--- src/rtl/id_pkg.sv ---
// ---------------------------------------------------------------------------
// id_pkg -- shared definitions for the ID channel queue.
//
// Contents:
//   ID_W_DEFAULT  default ID width in bits
//   DEPTH_DEFAULT default entries per channel queue (power of two, >= 2)
//   stateType     controller state encoding (INIT=0, BIST=1, RUN=2)
// ---------------------------------------------------------------------------
package id_pkg;

  localparam int ID_W_DEFAULT  = 8;
  localparam int DEPTH_DEFAULT = 4;

  typedef enum logic [1:0] {
    INIT = 2'd0,
    BIST = 2'd1,
    RUN  = 2'd2
  } stateType;

endpackage

--- src/rtl/id_fifo.sv ---
// ---------------------------------------------------------------------------
// id_fifo -- single-channel ID queue.
//
// Ports:
//   clk    in   clock, all state on rising edge
//   reset  in   asynchronous active-high reset (pointers/count to 0)
//   flush  in   synchronous clear of pointers/count
//   push   in   enqueue din (ignored when full)
//   pop    in   dequeue head (ignored when empty)
//   din    in   ID_W  data to enqueue
//   empty  out  count == 0
//   full   out  count == DEPTH
//   head   out  ID_W  entry at read pointer, read combinationally
// ---------------------------------------------------------------------------
module id_fifo
  import id_pkg::*;
#(
  parameter int ID_W  = ID_W_DEFAULT,
  parameter int DEPTH = DEPTH_DEFAULT
) (
  input  logic            clk,
  input  logic            reset,
  input  logic            flush,
  input  logic            push,
  input  logic            pop,
  input  logic [ID_W-1:0] din,
  output logic            empty,
  output logic            full,
  output logic [ID_W-1:0] head
);

  localparam int PTR_W = $clog2(DEPTH);
  localparam int CNT_W = PTR_W + 1;

  logic [ID_W-1:0]  mem [DEPTH];
  logic [PTR_W-1:0] wrPtr;
  logic [PTR_W-1:0] rdPtr;
  logic [CNT_W-1:0] count;
  logic             doPush;
  logic             doPop;

  assign doPush = push && !full;
  assign doPop  = pop && !empty;

  // DEPTH is a power of two, so pointer increments wrap naturally.
  always_ff @(posedge clk or posedge reset) begin
    if (reset) begin
      wrPtr <= '0;
      rdPtr <= '0;
      count <= '0;
    end else if (flush) begin
      wrPtr <= '0;
      rdPtr <= '0;
      count <= '0;
    end else begin
      if (doPush) wrPtr <= wrPtr + 1'b1;
      if (doPop)  rdPtr <= rdPtr + 1'b1;
      case ({doPush, doPop})
        2'b10:   count <= count + 1'b1;
        2'b01:   count <= count - 1'b1;
        default: count <= count;
      endcase
    end
  end

  // Storage is not reset: stale entries remain visible on head when empty.
  always_ff @(posedge clk) begin
    if (doPush && !flush) mem[wrPtr] <= din;
  end

  assign empty = (count == '0);
  assign full  = (count == CNT_W'(DEPTH));
  assign head  = mem[rdPtr];

endmodule

--- src/rtl/id_channel_queue.sv ---
// ---------------------------------------------------------------------------
// id_channel_queue -- two ID queues (ch1/ch2) behind an INIT/BIST/RUN
// controller.
//
// Optional feature macro: ID_QUEUE_BIST_EN
//   defined   : BIST state plus a pattern generator filling both queues
//   undefined : start_test goes INIT->RUN directly, end_test_global unused
//
// Ports:
//   clk              in   clock
//   reset            in   asynchronous active-high reset
//   start_test       in   leave INIT
//   end_test_global  in   leave BIST
//   id_in            in   ID_W  ID to enqueue
//   id_valid         in   push request
//   id_ch            in   target channel (0=ch1, 1=ch2)
//   clearID1/2       in   pop head of ch1/ch2
//   emptyID1/2       out  queue empty flags
//   fullID1/2        out  queue full flags
//   id_ready         out  push to id_ch accepted this cycle
//   id_out1/2        out  ID_W  head entry of each queue
//   overflow         out  sticky flag: a push was dropped on a full queue
// ---------------------------------------------------------------------------
module id_channel_queue
  import id_pkg::*;
#(
  parameter int ID_W  = ID_W_DEFAULT,
  parameter int DEPTH = DEPTH_DEFAULT
) (
  input  logic            clk,
  input  logic            reset,
  input  logic            start_test,
  input  logic            end_test_global,
  input  logic [ID_W-1:0] id_in,
  input  logic            id_valid,
  input  logic            id_ch,
  input  logic            clearID1,
  input  logic            clearID2,
  output logic            emptyID1,
  output logic            emptyID2,
  output logic            fullID1,
  output logic            fullID2,
  output logic            id_ready,
  output logic [ID_W-1:0] id_out1,
  output logic [ID_W-1:0] id_out2,
  output logic            overflow
);

  stateType        state;
  stateType        stateNext;
  logic            flush;
  logic            push1;
  logic            push2;
  logic            pop1;
  logic            pop2;
  logic [ID_W-1:0] din1;
  logic [ID_W-1:0] din2;
  logic            idReady;

`ifdef ID_QUEUE_BIST_EN
  logic [ID_W-1:0] bistPattern;
  logic            bistTarget;   // 0 = ch1, 1 = ch2
`else
  logic            unusedEndTest;
  assign unusedEndTest = end_test_global;
`endif

  always_ff @(posedge clk or posedge reset) begin
    if (reset) state <= INIT;
    else       state <= stateNext;
  end

  always_comb begin
    stateNext = state;
    flush     = 1'b0;
    push1     = 1'b0;
    push2     = 1'b0;
    pop1      = 1'b0;
    pop2      = 1'b0;
    din1      = id_in;
    din2      = id_in;
    idReady   = 1'b0;
    case (state)
      INIT: begin
        flush = 1'b1;
`ifdef ID_QUEUE_BIST_EN
        if (start_test) stateNext = BIST;
`else
        if (start_test) stateNext = RUN;
`endif
      end
`ifdef ID_QUEUE_BIST_EN
      BIST: begin
        // External pushes are ignored; the generator owns the write side.
        pop1 = clearID1;
        pop2 = clearID2;
        din1 = bistPattern;
        din2 = bistPattern;
        if (!bistTarget) push1 = !fullID1;
        else             push2 = !fullID2;
        if (end_test_global) stateNext = RUN;
      end
`endif
      RUN: begin
        pop1    = clearID1;
        pop2    = clearID2;
        idReady = id_ch ? !fullID2 : !fullID1;
        push1   = id_valid && idReady && !id_ch;
        push2   = id_valid && idReady && id_ch;
      end
      default: stateNext = INIT;
    endcase
  end

`ifdef ID_QUEUE_BIST_EN
  // Target alternates every BIST cycle; the pattern only advances on an
  // accepted push so a skipped value is offered again later.
  always_ff @(posedge clk or posedge reset) begin
    if (reset) begin
      bistPattern <= ID_W'(1);
      bistTarget  <= 1'b0;
    end else if (state == BIST) begin
      bistTarget <= !bistTarget;
      if (push1 || push2) bistPattern <= bistPattern + 1'b1;
    end
  end
`endif

  always_ff @(posedge clk or posedge reset) begin
    if (reset)                                   overflow <= 1'b0;
    else if (state == RUN && id_valid && !idReady) overflow <= 1'b1;
  end

  assign id_ready = idReady;

  id_fifo #(.ID_W(ID_W), .DEPTH(DEPTH)) ch1Fifo (
    .clk   (clk),
    .reset (reset),
    .flush (flush),
    .push  (push1),
    .pop   (pop1),
    .din   (din1),
    .empty (emptyID1),
    .full  (fullID1),
    .head  (id_out1)
  );

  id_fifo #(.ID_W(ID_W), .DEPTH(DEPTH)) ch2Fifo (
    .clk   (clk),
    .reset (reset),
    .flush (flush),
    .push  (push2),
    .pop   (pop2),
    .din   (din2),
    .empty (emptyID2),
    .full  (fullID2),
    .head  (id_out2)
  );

endmodule

--- config.mk ---
export PLATFORM = sky130hd
export DESIGN_NAME = id_channel_queue
export DESIGN_NICKNAME = d
export VERILOG_FILES = /design/src/rtl/id_pkg.sv /design/src/rtl/id_fifo.sv /design/src/rtl/id_channel_queue.sv
export SDC_FILE = /design/constraint.sdc
export NUM_CORES = 1
export LEC_CHECK = 0
export CAP_MARGIN = 30
export CORE_ASPECT_RATIO = 1.25
export CORE_MARGIN = 2
export CORE_UTILIZATION = 40
export CTS_BUF_LIST = sky130_fd_sc_hd__clkbuf_2
export DETAILED_ROUTE_END_ITERATION = 7
export GPL_TIMING_DRIVEN = 0
export PLACE_DENSITY_LB_ADDON = 0.2
export SLEW_MARGIN = 20
export SYNTH_ARGS = -nofsm -noshare
export SYNTH_HDL_FRONTEND = slang
export SYNTH_SLANG_ARGS = --single-unit
--- constraint.sdc ---
create_clock -name clk -period 6.1 [get_ports clk]
set_input_delay 1.22 -clock clk [delete_from_list [all_inputs] [get_ports clk]]
set_output_delay 1.22 -clock clk [all_outputs]
set_load 0.005 [all_outputs]
==> run_results.csv <==
group,metric,value,unit
run_status,status,"completed",
global_route,grt_max_degree,17,
global_route,grtUsageTotal,13.1,%
cells_and_area,fin_cells,345,
pwr,switching_power,0.000529,W
critical_path,critPathTopFamily,"buffers and inverters",
timing,fmax,0.258,GHz
placed_design,io_buffer_count,36,
detailed_routing,drtIter0Drc,105,
floorplan,die_w,86.7,µm
timing,rsz0062_at_grt,"no",
clocking,cts-hold-fix-buffers,0,
detailed_routing,viasPerCell,5.12,
clocking,clockBufferDepth,2,
floorplan,die-area,9310,µm²
detailed_routing,drc,0,
pwr,p_per_area,412,nW/µm²
critical_path,cp_slowest_cell,"clkdlybuf4s50_1",
pwr,power.share.switching,32.1,%
flow_run,cap_violations,0,
clocking,cts_tree,"built",
detailed_routing,wl_per_cell,16.4,µm
critical_path,required,4.88,ns
clocking,cts_resized,0,
yosys,synth_top_area_share,56.2,%
timing,setup-tns-final,0,ns
yosys,synth_seq_cells,80,
cells_and_area,layout_common_cells,"edfxtp_1, clkdlybuf4s50_1, and2_1, mux4_2, dfrtp_1",
critical_path,worst-setup-path-type,"input pin to output port",
placed_design,post-place-ws,2.22,ns
global_route,use_met1,16.7,%
global_route,first_global_vias,1828,
floorplan,initial_core_util,41.3,%
clocking,clk_latency,0.52,ns
timing,min_period,3.87,ns
yosys,avgSynthCellArea,17.4,µm²
critical_path,crit_top_cell,"clkdlybuf4s50_1",
timing,hold_viol,0,
timing,setup_violations,0,
yosys,synthTopCellsByArea,"edfxtp_1, dfrtp_1, mux4_2",
global_route,top_usage_layer,"met2",
timing,drv_slew,0,
clocking,htreeDepth,3,
yosys,synth_edf_count,64,
clocking,clk_pin_slew,0.23,ns
placed_design,gp_congestion,0.761,
critical_path,worst-endpoint-arrival,2.65,ns
cells_and_area,nets,270,
pwr,p_seq_share,45.1,%
yosys,ys_types,40,
floorplan,top_level_ports,38,
global_route,grt_use_met2,21.5,%
detailed_routing,antenna_left,0,
timing,tightest_slew,0.664,ns
timing,finalWorstSetupSlack,2.23,ns
worst_hold_path,hold_class,"register to register",
clocking,root_buffer,"clkbuf_2",
yosys,async_reset_ff_share,20.0,%
cells_and_area,drive_above_1_share,16.9,%
floorplan,design.core.area,8290,µm²
floorplan,core.rowCount,37,
yosys,yosys.area.top_type,"edfxtp_1",
cells_and_area,n_antenna_cell,0,
floorplan,die_h,107,µm
pwr,peakVddDrop,0.162,mV
timing,clock_skew,0.0263,ns
timing,post-route-period-util,63.5,%
yosys,ys_seq_area_share,67.9,%
pwr,p_int,0.00112,W
timing,relSlewSlack,55.7,%
critical_path,cpPeakStageDelay,0.56,ns
global_route,grt-ovfl-total,0,
cells_and_area,fin_util,48.4,%
placed_design,dp.cells,329,
yosys,yosys_warnings,0,
yosys,netlist_area,3420,µm²
cells_and_area,final_common_cell,"edfxtp_1",
yosys,syn_nets,223,
clocking,cts_made_buffers,9,
yosys,synth_cells,196,
critical_path,crit_chain,"clkdlybuf4s50_1 -> mux2i_1 -> and2_1 -> clkdlybuf4s50_1",
critical_path,startpoint_type,"input pin",
clocking,cts_setup_buffers,0,
clocking,cts_num_sinks,80,
pwr,power_leakage,1.39,nW
global_route,grt_pass1_wl,9080,µm
critical_path,critPathBufInv,2,
pwr,clockPowerShare,16.1,%
detailed_routing,drt_wl_total,5670,µm
placed_design,dp.final_hpwl,3830,µm
cells_and_area,synthToLayoutAreaGrowth,17.2,%
yosys,yosys_most_used_dff,"edfxtp_1",
detailed_routing,vias,1768,
critical_path,crit_path_end_kind,"output port",
pwr,combPwrFrac,38.8,%
global_route,grtUsageMet3,2.61,%
detailed_routing,dr.pass1.iters,4,
critical_path,cp_max_fo,4,
global_route,antenna_found_initial,0,
## layer usage
layer  vias to the layer above  share of wire [%]  wire [µm]
met5                         -                  0          0
met4                         0                1.5         87
met3                         8                3.1        176
met2                        38                 50       2820
met1                       879                 46       2590
li1                        843                  -          -
## power groups by stage
stage,combinational [W],clock [W],sequential (W)
floorplan,0.000403,0,0.000745
global placement,0.000643,0,0.000755
detailed placement,0.000649,0,0.000759
CTS,0.000652,0.000279,0.000747
global route,0.000707,0.000300,0.000758
finish,0.000640,0.000267,0.000745
## cells by family after synthesis
logic type / share of synthesized area, %
simple gates: 8.45
mux: 11.5
buf+inv: 1.83
flops: 67.9
fa+ha+maj: 4.46
xor+xnor: 2.56
compound gates: 3.33
## cells in the mapped netlist (3+ instances only)
master	count
and2_1	18
clkbuf_1	3
dfrtp_1	16
edfxtp_1	64
ha_1	9
inv_1	7
mux4_2	16
nand2_1	8
nor3_1	3
o21ai_1	6
xnor2_1	7
xor2_1	3
## final timing paths
path / startpoint / endpoint / slack [ns] / cells past startpoint
worst max register to register: state[1] / ch1Fifo.count[2] / 3.62 / 8
worst min register to register: overflow / overflow / 0.51 / 1
min in group asynchronous: reset / ch2Fifo.count[1] / 1.06 / 2
worst min-delay path: overflow / overflow / 0.51 / 1
max in group asynchronous: reset / ch2Fifo.rdPtr[1] / 4.62 / 2
worst max-delay path: id_ch / id_ready / 2.23 / 4
## worst reg2reg max path, stage by stage (launching register included)
cell,delay (ns)
dfrtp_1,0.48
clkbuf_1,0.27
clkbuf_1,0.27
and2_1,0.19
ha_1,0.23
fa_1,0.39
xnor2_1,0.15
or3_1,0.29
a21boi_0,0.17
## sequential cells by signal, indices dropped and copies added, names as in the netlist
register	flops
ch1Fifo.rdPtr	2
ch1Fifo.mem	32
ch2Fifo.count	3
ch2Fifo.mem	32
state	1
ch1Fifo.count	3
ch1Fifo.wrPtr	2
ch2Fifo.rdPtr	2
ch2Fifo.wrPtr	2
overflow	1
## through the flow
step	power (W)	instance area (µm²)	hold slack [ns]
floorplan	0.00115	3420	0.468
global placement	0.00140	3900	0.468
detailed placement	0.00141	3900	0.461
CTS	0.00168	4010	0.521
global route	0.00176	4010	0.565
finish	0.00165	4010	0.512
## cell type report
| class | instances | area [µm²] |
|---|---|---|
| Multi-Input combinational cell | 102 | 1030 |
| Clock inverter | 7 | 62.6 |
| Sequential cell | 80 | 2320 |
| Fill cell | 707 | 4280 |
| Timing Repair Buffer | 36 | 360 |
| Clock buffer | 9 | 45.0 |
| Tap cell | 97 | 121 |
| Inverter | 7 | 26.3 |
| Buffer | 7 | 36.3 |
Note: power is estimated with default switching activity, not from simulation.
